## config.mk

```make
export PLATFORM = sky130hd
export DESIGN_NAME = mem_access_ctrl
export DESIGN_NICKNAME = d
export VERILOG_FILES = /design/src/rtl/mem_access_ctrl.sv
export SDC_FILE = /design/constraint.sdc
export NUM_CORES = 1
export LEC_CHECK = 0
export ABC_AREA = 1
export ABC_CLOCK_PERIOD_IN_PS = 13100
export CAP_MARGIN = 40
export CORE_UTILIZATION = 60
export CTS_CLUSTER_DIAMETER = 100
export CTS_CLUSTER_SIZE = 40
export DETAILED_ROUTE_END_ITERATION = 7
export DONT_BUFFER_PORTS = 1
export PLACE_DENSITY = 0.86
export SLEW_MARGIN = 20
export SYNTH_ARGS = -nofsm -noshare
export SYNTH_HDL_FRONTEND = slang
export SYNTH_SLANG_ARGS = --single-unit
```

## constraint.sdc

```tcl
create_clock -name CLK -period 13.1 [get_ports CLK]
set_input_delay 2.62 -clock CLK [delete_from_list [all_inputs] [get_ports CLK]]
set_output_delay 2.62 -clock CLK [all_outputs]
set_load 0.005 [all_outputs]
```

## src/rtl/mem_access_ctrl.sv

```systemverilog
// Memory-stage sequencer between EX/MEM and the dcache, with LR/SC reservation tracking.
// Define MISALIGN_CHK_EN to trap misaligned halfword/word accesses instead of issuing them.
module mem_access_ctrl #(
    parameter int WORD_W = 32,
    parameter int CPUID  = 0
) (
    input  logic              CLK,
    input  logic              RST,
    input  logic              dREN_i,
    input  logic              dWEN_i,
    input  logic              atomic_i,
    input  logic [2:0]        func3_i,
    input  logic [WORD_W-1:0] addr_i,
    input  logic [WORD_W-1:0] store_i,
    input  logic              dhit,
    input  logic [WORD_W-1:0] dmemload,
    input  logic              snoop_inv,
    input  logic [WORD_W-1:0] snoop_addr,
    output logic              dmemREN,
    output logic              dmemWEN,
    output logic [WORD_W-1:0] dmemaddr,
    output logic [WORD_W-1:0] dmemstore,
    output logic [3:0]        dmembe,
    output logic              mem_stall,
    output logic              mem_ack,
    output logic [WORD_W-1:0] load_data,
    output logic              misalign
);

    typedef enum logic [1:0] {IDLE, REQ, DONE} state_t;

    state_t              r_state;
    state_t              w_nextState;
    logic [WORD_W-1:0]   r_addr;
    logic [2:0]          r_func3;
    logic                r_isStore;
    logic                r_isSc;
    logic                r_isLr;
    logic                r_misalign;
    logic [WORD_W-1:0]   r_store;
    logic [3:0]          r_be;
    logic                r_resvValid;
    logic [WORD_W-1:2]   r_resvAddr;

    logic                w_req;
    logic                w_isSc;
    logic                w_isLr;
    logic [1:0]          w_size;
    logic                w_misalign;
    logic                w_snoopHitResv;
    logic                w_scPass;
    logic [WORD_W-1:0]   w_storeMerge;
    logic [3:0]          w_beMerge;
    logic [7:0]          w_byte;
    logic [15:0]         w_half;
    logic [WORD_W-1:0]   w_loadExt;
    logic                w_unused;

    if (CPUID < 0) begin : g_cpuidRange
    end

    assign w_req    = dREN_i | dWEN_i;
    assign w_isSc   = dWEN_i & atomic_i;
    assign w_isLr   = dREN_i & ~dWEN_i & atomic_i;
    assign w_size   = atomic_i ? 2'b10 : func3_i[1:0];
    assign w_unused = &{1'b0, snoop_addr[1:0]};

`ifdef MISALIGN_CHK_EN
    assign w_misalign = ((w_size == 2'b01) & addr_i[0]) |
                        ((w_size == 2'b10) & (addr_i[1:0] != 2'b00));
    assign misalign   = (r_state == DONE) & r_misalign;
`else
    assign w_misalign = 1'b0;
    assign misalign   = 1'b0;
`endif

    // A snoop in the same cycle as SC evaluation kills the reservation before it is consulted
    assign w_snoopHitResv = snoop_inv & (snoop_addr[WORD_W-1:2] == r_resvAddr);
    assign w_scPass       = r_resvValid & (addr_i[WORD_W-1:2] == r_resvAddr) & ~w_snoopHitResv;

    always_comb begin
        w_storeMerge = store_i;
        w_beMerge    = 4'b1111;
        case (w_size)
            2'b00: begin
                w_storeMerge = {(WORD_W/8){store_i[7:0]}};
                w_beMerge    = 4'b0001 << addr_i[1:0];
            end
            2'b01: begin
                w_storeMerge = {(WORD_W/16){store_i[15:0]}};
                w_beMerge    = 4'b0011 << {addr_i[1], 1'b0};
            end
            default: ;
        endcase
    end

    assign w_byte = dmemload[{r_addr[1:0], 3'b000} +: 8];
    assign w_half = dmemload[{r_addr[1], 4'b0000} +: 16];

    always_comb begin
        w_loadExt = dmemload;
        case (r_func3)
            3'b000:  w_loadExt = {{(WORD_W-8){w_byte[7]}}, w_byte};
            3'b001:  w_loadExt = {{(WORD_W-16){w_half[15]}}, w_half};
            3'b100:  w_loadExt = {{(WORD_W-8){1'b0}}, w_byte};
            3'b101:  w_loadExt = {{(WORD_W-16){1'b0}}, w_half};
            default: ;
        endcase
    end

    always_ff @(posedge CLK or posedge RST) begin
        if (RST) begin
            r_state <= IDLE;
        end else begin
            r_state <= w_nextState;
        end
    end

    always_comb begin
        w_nextState = r_state;
        mem_stall   = 1'b0;
        mem_ack     = 1'b0;
        dmemREN     = 1'b0;
        dmemWEN     = 1'b0;
        case (r_state)
            IDLE: begin
                if (w_req) begin
                    mem_stall = 1'b1;
                    if (w_misalign || (w_isSc && !w_scPass)) begin
                        w_nextState = DONE;
                    end else begin
                        w_nextState = REQ;
                    end
                end
            end
            REQ: begin
                mem_stall = 1'b1;
                dmemREN   = ~r_isStore;
                dmemWEN   = r_isStore;
                if (dhit) begin
                    w_nextState = DONE;
                end
            end
            DONE: begin
                mem_ack     = 1'b1;
                w_nextState = IDLE;
            end
            default: w_nextState = IDLE;
        endcase
    end

    always_ff @(posedge CLK or posedge RST) begin
        if (RST) begin
            r_addr     <= '0;
            r_func3    <= '0;
            r_isStore  <= 1'b0;
            r_isSc     <= 1'b0;
            r_isLr     <= 1'b0;
            r_misalign <= 1'b0;
            r_store    <= '0;
            r_be       <= '0;
            load_data  <= '0;
        end else begin
            if (r_state == IDLE && w_req) begin
                r_addr     <= addr_i;
                r_func3    <= atomic_i ? 3'b010 : func3_i;
                r_isStore  <= dWEN_i;
                r_isSc     <= w_isSc;
                r_isLr     <= w_isLr;
                r_misalign <= w_misalign;
                r_store    <= w_storeMerge;
                r_be       <= w_beMerge;
                if (w_misalign) begin
                    load_data <= '0;
                end else if (w_isSc && !w_scPass) begin
                    load_data <= {{(WORD_W-1){1'b0}}, 1'b1};
                end
            end else if (r_state == REQ && dhit) begin
                load_data <= r_isStore ? '0 : w_loadExt;
            end
        end
    end

    // Later assignments win: a matching snoop overrides any set from an LR completing this cycle
    always_ff @(posedge CLK or posedge RST) begin
        if (RST) begin
            r_resvValid <= 1'b0;
            r_resvAddr  <= '0;
        end else begin
            if (r_state == REQ && dhit && r_isLr) begin
                r_resvValid <= ~(snoop_inv & (snoop_addr[WORD_W-1:2] == r_addr[WORD_W-1:2]));
                r_resvAddr  <= r_addr[WORD_W-1:2];
            end else begin
                if (r_state == REQ && dhit && r_isStore && !r_isSc &&
                    r_addr[WORD_W-1:2] == r_resvAddr) begin
                    r_resvValid <= 1'b0;
                end
                if (r_state == DONE && r_isSc && !r_misalign) begin
                    r_resvValid <= 1'b0;
                end
                if (w_snoopHitResv) begin
                    r_resvValid <= 1'b0;
                end
            end
        end
    end

    assign dmemaddr  = {r_addr[WORD_W-1:2], 2'b00};
    assign dmemstore = r_store;
    assign dmembe    = r_be;

endmodule

```

### Word-level counts from Yosys, hierarchy flattened

Index checks and enable logic that the tools add are counted.

| storage, ports and cells | value |
|---|---|
| word-level logic and storage cells | 79 |
| input bits | 138 |
| output and inout bits | 105 |
| bits in registers | 139 |

| operators by class | value |
|---|---|
| shifts and indexed selects | 4 |
| reduce and logical (&&, ||, !) cells | 17 |
| bitwise gates (word level) | 12 |
| multiplexer cells | 22 |
| eq/ne operators | 13 |

Operators by type and width:

| cell | count |
|---|---|
| $mux W32 | 4 |
| $pmux W32 S4 | 1 |
| $eq A30 B30 Y1 | 4 |
| $pmux W32 S2 | 1 |
| $shiftx A32 B6 Y16 | 1 |
| $shiftx A32 B6 Y8 | 1 |
| $logic_and A1 B1 Y1 | 8 |
| $mux W1 | 8 |
| $mux W2 | 4 |
| $pmux W4 S2 | 1 |
| $and A1 B1 Y1 | 7 |
| $eq A3 B3 Y1 const B | 2 |
| $ne A2 B2 Y1 const B | 3 |
| $eq A2 B1 Y1 const B | 2 |
| $logic_not A2 Y1 | 2 |
| $not A1 Y1 | 4 |
| $pmux W2 S2 | 1 |
| $reduce_and A2 Y1 | 2 |
| $reduce_bool A4 Y1 | 1 |
| $shl A1 B2 Y4 const A | 1 |
| $shl A2 B2 Y4 const A | 1 |
| $eq A3 B1 Y1 const B | 1 |
| $logic_not A3 Y1 | 1 |
| $mux W3 | 1 |
| 5 further kinds | 6 |

### Depth between registers and ports, before layout

Gate-level depths: netlist (run 1).

| logic depth | value |
|---|---|
| depth after elaboration | 9 |
| mapped depth | 15 |
| depth with buffers taken out | 14 |

### Least setup slack after synthesis (run 1)

OpenSTA, ideal clock, no wires.

| timing | value |
|---|---|
| kind | input to output |
| start point | input port dWEN_i |
| end point | output port mem_stall |
| data required time | 10480 ps |
| stages on the path | 4 |
| path slack | 7179 ps |
| path buffers | 2 |
| arrival time | 3301 ps |
| cell sequence | o21ai_1 > buf_2 > clkbuf_1 > nand2_1 |

| on the way | value |
|---|---|
| cells in the longest elaborated chain, start to end | 3 |

Ends and longest elaborated chain:

| element | line | source |
|---|---|---|
| from (decl) | 10 | `input logic dWEN_i,` |
| $or A1 B1 Y1 | 62 | `assign w_req = dREN_i \| dWEN_i;` |
| $mux W1 | 127 | `if (w_req) begin` |
| $pmux W1 S2 | 125 | `case (r_state)` |
| to (decl) | 24 | `output logic mem_stall,` |

Every way passes these cells.

### Worst setup path after layout (run 1)

Ends and elaborated chain as after synthesis.

==> metrics.md, run 1 <==
| Metric | Value |
|---|---|
| Status | finished, final reports clean |
| GPL Wtd Cong | 0.974 |
| Post-synth top flop | dfrtp_1 |
| Unique masters post-synth | 36 |
| Worst-margin pin slew | 740 ps |
| Worst setup SP type | input port |
| Vias in the first global route | 7110 |
| Max-Cap Viols | 0 |
| Diodes inserted | 0 |
| RSZ-0062 raised after global routing | false |
| Max Root-Sink Buffers | 2 |
| Final Instance Area | 8760 µm² |
| Clock share of power | 0.214 |
| Post-Layout Cell Count | 1314 |
| Post-DP HPWL | 17.6 mm |
| Routed length per instance | 18.0 µm |
| Mapped Avg Cell Area | 7.08 µm² |
| Hold buffers post-CTS | 0 |
| Row count | 42 |
| Layout area overhead | 5.90% |
| FFs w/ async S/R, synth | 1.00 |
| Hold Path Origin | dmemstore[4]$_DFFE_PP0P_ |
| Critical path launch point | dWEN_i |
| Critical setup path kind | in2out |
| GRT Util Overall | 0.342 |
| CTS Buf Count | 17 |
| Setup TNS | 0 ps |
| Switch share | 0.457 |
| Fill count | 1171 |
| Hold crit path type | reg2reg |
| Chip height | 119 µm |
| Placed instance count | 1281 |
| CTS tree | built |
| Hold Slack | 516 ps |
| Cell Area, Synth | 8270 µm² |
| Multi-input combinational cell area | 3730 µm² |
| DRT Pass-1 Iters | 5 |
| Post-synth top area cell | dfrtp_1 |
| CTS clk-pin slew, worst paths | 60 ps |
| Final count of hold timing violations | 0 |
| # DRC | 0 |
| Fin crit period | 5480 ps |
| F_max | 182 MHz |
| Largest net degree at the start of global routing | 70 |
| Flop pwr share | 0.404 |
| DP Area | 8180 µm² |
| Pint | 1190 µW |
| Crit Path Max Fanout | 3 |
| Layout cells sized above 1 | 0.0554 |
| Reg2reg start | r_state[0]$_DFFE_PP0P_ |
| Delay-heaviest family, CP | compound AO/OA/AOI/OAI gates |
| Initial antenna violation count | 0 |
| Net Sw Power | 1000 µW |
| Yosys warns | 0 |
| Routed WL | 23.7 mm |
| Critical Path RT | 10480 ps |
| Chip width | 119 µm |
| Yosys reg bits | 139 |
| P_leak | 0.00449 µW |
| WP data arrival | 2860 ps |
| Antenna Nets Post-Route | 0 |
| Max transition margin | 0.505 |
| CP max stage delay | 140 ps |
| First-pass GRT wire length | 37.5 mm |
| DR iter-0 viols | 877 |
| Sequential area share after synthesis | 0.420 |
| Share of the synthesized area in the top cell type | 0.420 |
| Crit-path cells | o21ai_4 > nand2_1 |
| Storage element area | 3480 µm² |
| Post-CTS Setup Inserts | 0 |
| Worst-Skew Late Latency | 430 ps |
| CP Capture Type | output pin |
| Most common library cells after synthesis | 417 x nand2_1, 158 x inv_1, 139 x dfrtp_1 |
| Initial Util | 0.620 |
| Layout Nets | 1263 |
| Vias/cell | 5.86 |
| EDFF count, synth | 0 |
| Maximum vdd drop | 0.000134 V |
| Final Skew | 13.0 ps |
| Count of pins over their slew limit | 0 |
| Top post-synthesis cells by area | dfrtp_1 42%, nand2_1 19%, inv_1 7.2% |
| Pwr/cell area | 250 nW/µm² |
| IO Count | 243 |
| Most common cell in the netlist | nand2_1 |
| GRT overflow | 0 |
| Logic pwr share | 0.383 |
| Crit-path slowest cell | o21ai_4 |
| Post_cts resized | 0 |
| Vias | 7696 |
| Sink Count | 139 |
| Period utilization | 0.419 |
| Root buffer cell | clkbuf_16 |
| Final setup viols | 0 |
| IO Port Bufs | 0 |
| Cells after Synth | 1169 |
| H-tree levels | 4 |
| Core area | 13300 µm² |
| CP Buf/Inv Count | 0 |
| Die area | 14300 µm² |
stage by stage:
step,worst slack (ps),util,total power [µW]
CTS,7610,0.655,2170
detailed placement,7610,0.613,1700
global route,7600,0.656,2350
floorplan,6760,-,1510
global placement,7630,0.607,1650
finish,7620,0.656,2190
layer usage:
metal	wire length (µm)	up-vias	global-route usage
met5	0	-	0
met4	590	0	0.118
met3	2790	63	0.109
met2	10600	449	0.505
met1	9680	3567	0.475
li1	-	3617	-
final timing paths:
kind | cells after the start | to | slack [ps]
min reg2reg | 2 | dmemstore[4]$_DFFE_PP0P_ | 520
max in group asynchronous | 3 | r_resvAddr[5]$_DFFE_PP0P_ | 9810
max | 2 | mem_stall | 7620
min | 2 | dmemstore[4]$_DFFE_PP0P_ | 520
min in group asynchronous | 1 | load_data[26]$_DFFE_PP0P_ | 2140
max reg2reg | 9 | load_data[5]$_DFFE_PP0P_ | 10290
power by group through the flow:
stage	Sequential (µW)	Clock [µW]	Combinational, µW
after floorplan	788	0	724
after global placement	876	0	774
after detailed placement	882	0	814
after CTS	879	470	820
after global routing	911	488	951
final	885	469	839
flip-flops by register name (all words and copies together), names as in the netlist, 2 cells and up:
name	flops
dmembe	4
dmemstore	32
r_state	2
r_resvAddr	30
r_func3	3
load_data	32
r_addr	32
cells by family (layout without fill, tap and decap cells):
family / after synthesis / in the layout / synth area share
AOI/OAI and AO/OA: 212 / 212 / 0.155
xor gates and xnor gates: 28 / 28 / 0.0296
buffers and inverters: 245 / 212 / 0.132
DFF: 139 / 139 / 0.420
muxes: 1 / 1 / 0.00121
other: 1 / 3 / 0.000453
and+or+nand+nor: 543 / 543 / 0.261
cells in the final DEF, fill, tap and decap left out, types with 2 or more instances in the layout:
master | Yosys | final
nand2_1 | 417 | 417
inv_1 | 158 | 157
dfrtp_1 | 139 | 139
o21ai_0 | 103 | 103
nor2_1 | 57 | 57
nand3_1 | 40 | 40
o211ai_1 | 31 | 31
o22ai_1 | 22 | 22
a21oi_1 | 21 | 21
clkbuf_16 | 0 | 17
xnor2_1 | 16 | 16
o221ai_1 | 15 | 15
inv_2 | 13 | 13
xor2_1 | 12 | 12
o2111ai_1 | 12 | 12
nor3_1 | 12 | 12
nand4_1 | 6 | 6
clkinvlp_4 | 0 | 4
nand2_2 | 3 | 3
inv_6 | 0 | 3
a211oi_1 | 3 | 3
conb_1 | 1 | 3
buf_4 | 37 | 3
nor2_2 | 3 | 2
clkbuf_1 | 23 | 2
clkinv_2 | 0 | 2
clkinv_4 | 0 | 2
buf_12 | 0 | 2
area by class of cell:
class | count | area share
clock inverter | 12 | 0.0133
inverter | 172 | 0.0743
tap | 176 | 0.0251
timing repair buffer | 8 | 0.0133
sequential | 139 | 0.397
multi-input combinational | 787 | 0.426
clock buffer | 20 | 0.0510
Power figures use the tool's default switching activity.
==> inputs of run 2 (changes only) <==
ABC_CLOCK_PERIOD_IN_PS = 5100   (was 13100)
clock period = 5.1 ns   (was 13.1 ns; I/O delays follow)
==> metrics.md, run 2 (same netlist as run 1, synthesis figures left out) <==
| Metric | Value |
|---|---|
| Post-CTS Setup Inserts | 0 |
| Layout area overhead | 5.85% |
| RSZ-0062 raised after global routing | false |
| Routed WL | 23.5 mm |
| Critical Path RT | 5460 ps |
| Vias/cell | 5.86 |
| Chip height | 119 µm |
| Storage element area | 3480 µm² |
| GRT Util Overall | 0.340 |
| CP Capture Type | flip-flop |
| Layout cells sized above 1 | 0.0571 |
| Chip width | 119 µm |
| Worst-Skew Late Latency | 440 ps |
| Initial Util | 0.620 |
| Max Root-Sink Buffers | 2 |
| Final setup viols | 0 |
| H-tree levels | 4 |
| R2r endpoint | load_data[30]$_DFFE_PP0P_ |
| DR iter-0 viols | 850 |
| Reg2reg start | r_func3[1]$_DFFE_PP0P_ |
| Final Skew | 12.9 ps |
| Post-DP HPWL | 17.6 mm |
| Max transition margin | 0.536 |
| CTS Buf Count | 17 |
| Fill count | 1191 |
| Worst-margin pin slew | 695 ps |
| IO Port Bufs | 0 |
| Root buffer cell | clkbuf_16 |
| Crit Path Max Fanout | 19 |
| R2r setup slk | 2610 ps |
| Multi-input combinational cell area | 3730 µm² |
| Pwr/cell area | 638 nW/µm² |
| Setup TNS | 0 ps |
| Routed length per instance | 17.9 µm |
| Antenna Nets Post-Route | 0 |
| F_max | 402 MHz |
| Crit-path slowest cell | dfrtp_1 |
| Fin crit period | 2490 ps |
| CTS tree | built |
| P_leak | 0.00449 µW |
| Worst setup SP type | flip-flop |
| Sink Count | 139 |
| Period utilization | 0.488 |
| Diodes inserted | 0 |
| Most frequent cells in the layout | 417 x nand2_1, 157 x inv_1, 139 x dfrtp_1, 103 x o21ai_0, 57 x nor2_1 |
| Maximum vdd drop | 0.000418 V |
| Largest net degree at the start of global routing | 71 |
| Cell count of the worst reg-to-reg path | 10 |
| Hold buffers post-CTS | 0 |
| WP data arrival | 2850 ps |
| GPL Wtd Cong | 0.975 |
| # DRC | 0 |
| GRT overflow | 0 |
| Most common cell after layout, fill and taps aside | nand2_1 |
| Count of pins over their slew limit | 0 |
| Hold crit path type | in2async |
| Layout Nets | 1263 |
| Die area | 14300 µm² |
| Crit-path cells | inv_1 > buf_8 > nand2_1 > nor2_1 > nand2_2 > nand3_1 > nand2_2 > a21oi_1 > nand2_1 > nand2_1 |
| Vias in the first global route | 7170 |
| Core area | 13300 µm² |
| Vias | 7697 |
| DRT Pass-1 Iters | 5 |
| First-pass GRT wire length | 37.1 mm |
| CP most frequent cell | nand2_1 |
| Fin util | 0.656 |
| Critical setup path kind | reg2reg |
| IO Count | 243 |
| Initial antenna violation count | 0 |
| Row count | 42 |
| CTS clk-pin slew, worst paths | 60 ps |
| Max-Cap Viols | 0 |
| Final count of hold timing violations | 0 |
| Status | finished, final reports clean |
| Post_cts resized | 0 |
| CP max stage delay | 580 ps |
==> run 2: metrics by stage <==
step | worst slack [ps] | cell area [µm²] | cells | hold WS, ps | power (µW)
floorplan | 355 | 8280 | 1171 | 475 | 3880
global placement | 2290 | 8110 | 1277 | 499 | 4240
detailed placement | 2250 | 8190 | 1281 | 506 | 4360
CTS | 2500 | 8740 | 1313 | 429 | 5540
global route | 2440 | 8760 | 1314 | 442 | 6000
finish | 2610 | 8760 | 1314 | 423 | 5590
==> run 2: power breakdown <==
| group | leakage, µW | total, µW | internal [µW] | switching [µW] |
|---|---|---|---|---|
| logic | 0.00250 | 2150 | 762 | 1390 |
| clock network | 0.000261 | 1160 | 642 | 522 |
| registers | 0.00173 | 2270 | 1610 | 661 |
| total | 0.00449 | 5590 | 3010 | 2570 |
==> run 2: final cells by class <==
cell class                      count  share of cell area
Clock buffer                       18              0.0501
Sequential cell                   139               0.397
Multi-Input combinational cell    787               0.426
Timing Repair Buffer                8              0.0141
Inverter                          172              0.0743
Tap cell                          176              0.0251
Clock inverter                     14              0.0129
==> run 2: how the worst max path moves through the flow <==
stage / startpoint / endpoint / slack (ps) / depth (start not counted)
after detailed placement: snoop_addr[22] / load_data[8]$_DFFE_PP0P_ / 2250 / 11
after global routing: snoop_addr[14] / load_data[8]$_DFFE_PP0P_ / 2440 / 11
after global placement: snoop_addr[22] / load_data[8]$_DFFE_PP0P_ / 2290 / 11
after floorplan: RST / dmembe[0]$_DFFE_PP0P_ / 360 / 1
final: r_func3[1]$_DFFE_PP0P_ / load_data[30]$_DFFE_PP0P_ / 2610 / 10
after CTS: r_func3[1]$_DFFE_PP0P_ / load_data[30]$_DFFE_PP0P_ / 2500 / 9
==> run 2: worst max-delay path: cells and delay by family, from the launching register on <==
kind,cells,cell delay (ps)
DFF,1,580
and+or+nand+nor,7,960
AOI/OAI and AO/OA,1,190
buffers and inverters,2,670
==> run 2: metal layers <==
| metal | vias up | part of all wire | global-route usage | wire, µm |
|---|---|---|---|---|
| li1 | 3610 | - | - | - |
| met2 | 463 | 0.45 | 0.507 | 10500 |
| met4 | 0 | 0.028 | 0.127 | 659 |
| met1 | 3561 | 0.40 | 0.455 | 9360 |
| met3 | 63 | 0.12 | 0.119 | 2920 |
| met5 | - | 0 | 0 | 0 |
==> inputs of run 3 (changes only) <==
ABC_CLOCK_PERIOD_IN_PS = 2300   (was 5100)
clock period = 2.3 ns   (was 5.1 ns; I/O delays follow)
==> metrics.md, run 3 (same netlist as run 1, synthesis figures left out) <==
| Metric | Value |
|---|---|
| Count of pins over their slew limit | 0 |
| Max-Cap Viols | 0 |
| Row count | 42 |
| CTS tree | built |
| Routed WL | 23.2 mm |
| Pre-CTS setup slack | 360 ps |
| Vias/cell | 5.78 |
| Final Skew | 9.10 ps |
| Sink Count | 139 |
| Fill count | 1186 |
| Delay-heaviest family, CP | flip-flops |
| Diodes inserted | 0 |
| Layout area overhead | 5.55% |
| Post-DP HPWL | 17.3 mm |
| F_max | 481 MHz |
| WP data arrival | 1620 ps |
| Vias in the first global route | 7064 |
| Layout Nets | 1268 |
| Final setup viols | 0 |
| H-tree levels | 4 |
| Critical setup path kind | reg2out |
| Most frequent cells in the layout | 417 x nand2_1, 157 x inv_1, 139 x dfrtp_1, 103 x o21ai_0, 57 x nor2_1 |
| Largest net degree at the start of global routing | 140 |
| Maximum vdd drop | 0.000844 V |
| IO Count | 243 |
| Crit-path slowest cell | dfrtp_1 |
| CTS clk-pin slew, worst paths | 60 ps |
| RSZ-0062 raised after global routing | false |
| Root buffer cell | clkbuf_16 |
| Post-CTS Setup Inserts | 0 |
| Initial antenna violation count | 0 |
| Worst-Skew Late Latency | 420 ps |
| CP max stage delay | 400 ps |
| Chip height | 119 µm |
| DR iter-0 viols | 901 |
| Status | finished, final reports clean |
| Core area | 13300 µm² |
| DRT Pass-1 Iters | 6 |
| Worst setup SP type | flip-flop |
| CP Capture Type | output pin |
| Worst-margin pin slew | 783 ps |
| Crit-path cells | nor2_1 > o21ai_4 > buf_4 > nand2_1 |
| Critical Path RT | 1840 ps |
| Max Root-Sink Buffers | 2 |
| Final count of hold timing violations | 0 |
| Layout cells sized above 1 | 0.0586 |
| Pwr/cell area | 1410 nW/µm² |
| Routed length per instance | 17.6 µm |
| P_leak | 0.00447 µW |
| Die area | 14300 µm² |
| First-pass GRT wire length | 36.8 mm |
| # DRC | 0 |
| Hold buffers post-CTS | 0 |
| Chip width | 119 µm |
| Max transition margin | 0.478 |
| Antenna Nets Post-Route | 0 |
| R2r setup slk | 310 ps |
| Crit Path Max Fanout | 49 |
| CTS Buf Count | 17 |
| Hold crit path type | in2async |
| GRT Util Overall | 0.333 |
| Setup TNS | 0 ps |
| GPL Wtd Cong | 0.970 |
| Period utilization | 0.903 |
| IO Port Bufs | 0 |
| Initial Util | 0.620 |
| Fin crit period | 2080 ps |
| Most common cell after layout, fill and taps aside | nand2_1 |
| CP Buf/Inv Count | 1 |
| Worst setup margin | 222 ps |
| Post_cts resized | 0 |
| GRT overflow | 0 |
| Hold Slack | 76.5 ps |
| Vias | 7628 |
==> run 3: changes by cell type in the layout (fill, tap and decap cells not counted), moves of 2 or more <==
cell	change
buf_16	-2
clkbuf_1	+3
clkinv_4	-4
buf_4	+8
clkinvlp_4	+4
==> run 3: power by group <==
| part | internal, µW | switching (µW) | total [µW] |
|---|---|---|---|
| Sequential | 3570 | 1390 | 4970 |
| Combinational | 1700 | 3140 | 4830 |
| Clock | 1390 | 1090 | 2470 |
| Total | 6660 | 5620 | 12300 |
==> run 3: path summary, 6_finish.rpt <==
check	end	startpoint	cells past startpoint
max	mem_stall	r_state[0]$_DFFE_PP0P_	4
min	r_addr[26]$_DFFE_PP0P_	RST	2
max reg2reg	load_data[23]$_DFFE_PP0P_	r_resvAddr[22]$_DFFE_PP0P_	11
min reg2reg	dmemstore[4]$_DFFE_PP0P_	dmemstore[4]$_DFFE_PP0P_	2
max in group asynchronous	r_addr[9]$_DFFE_PP0P_	RST	2
min in group CLK	r_state[0]$_DFFE_PP0P_	dhit	1
==> run 3: final cells by class <==
class / instances / area, µm² / area share
clock buffers: 20 / 437 / 0.0500
clock inverters: 12 / 92.6 / 0.0106
inverters: 172 / 649 / 0.0744
well taps: 176 / 220 / 0.0252
repair buffers: 13 / 123 / 0.0140
flip-flops and latches: 139 / 3480 / 0.398
multi-input cells: 787 / 3730 / 0.428
==> run 3: metrics by stage <==
step / instances / cell area [µm²] / total power, µW / utilization
finish: 1319 / 8730 / 12300 / 0.654
detailed placement: 1287 / 8200 / 9690 / 0.615
floorplan: 1171 / 8290 / 8610 / -
CTS: 1319 / 8730 / 12200 / 0.654
global placement: 1287 / 8200 / 9500 / 0.615
global route: 1319 / 8730 / 13200 / 0.654
==> run 3: per-layer routing <==
layer | routed length (µm) | vias up | track usage
met5 | 45 | - | 0.0257
met4 | 522 | 2 | 0.101
met3 | 2820 | 46 | 0.113
met2 | 10400 | 451 | 0.507
met1 | 9450 | 3512 | 0.448
li1 | - | 3617 | -
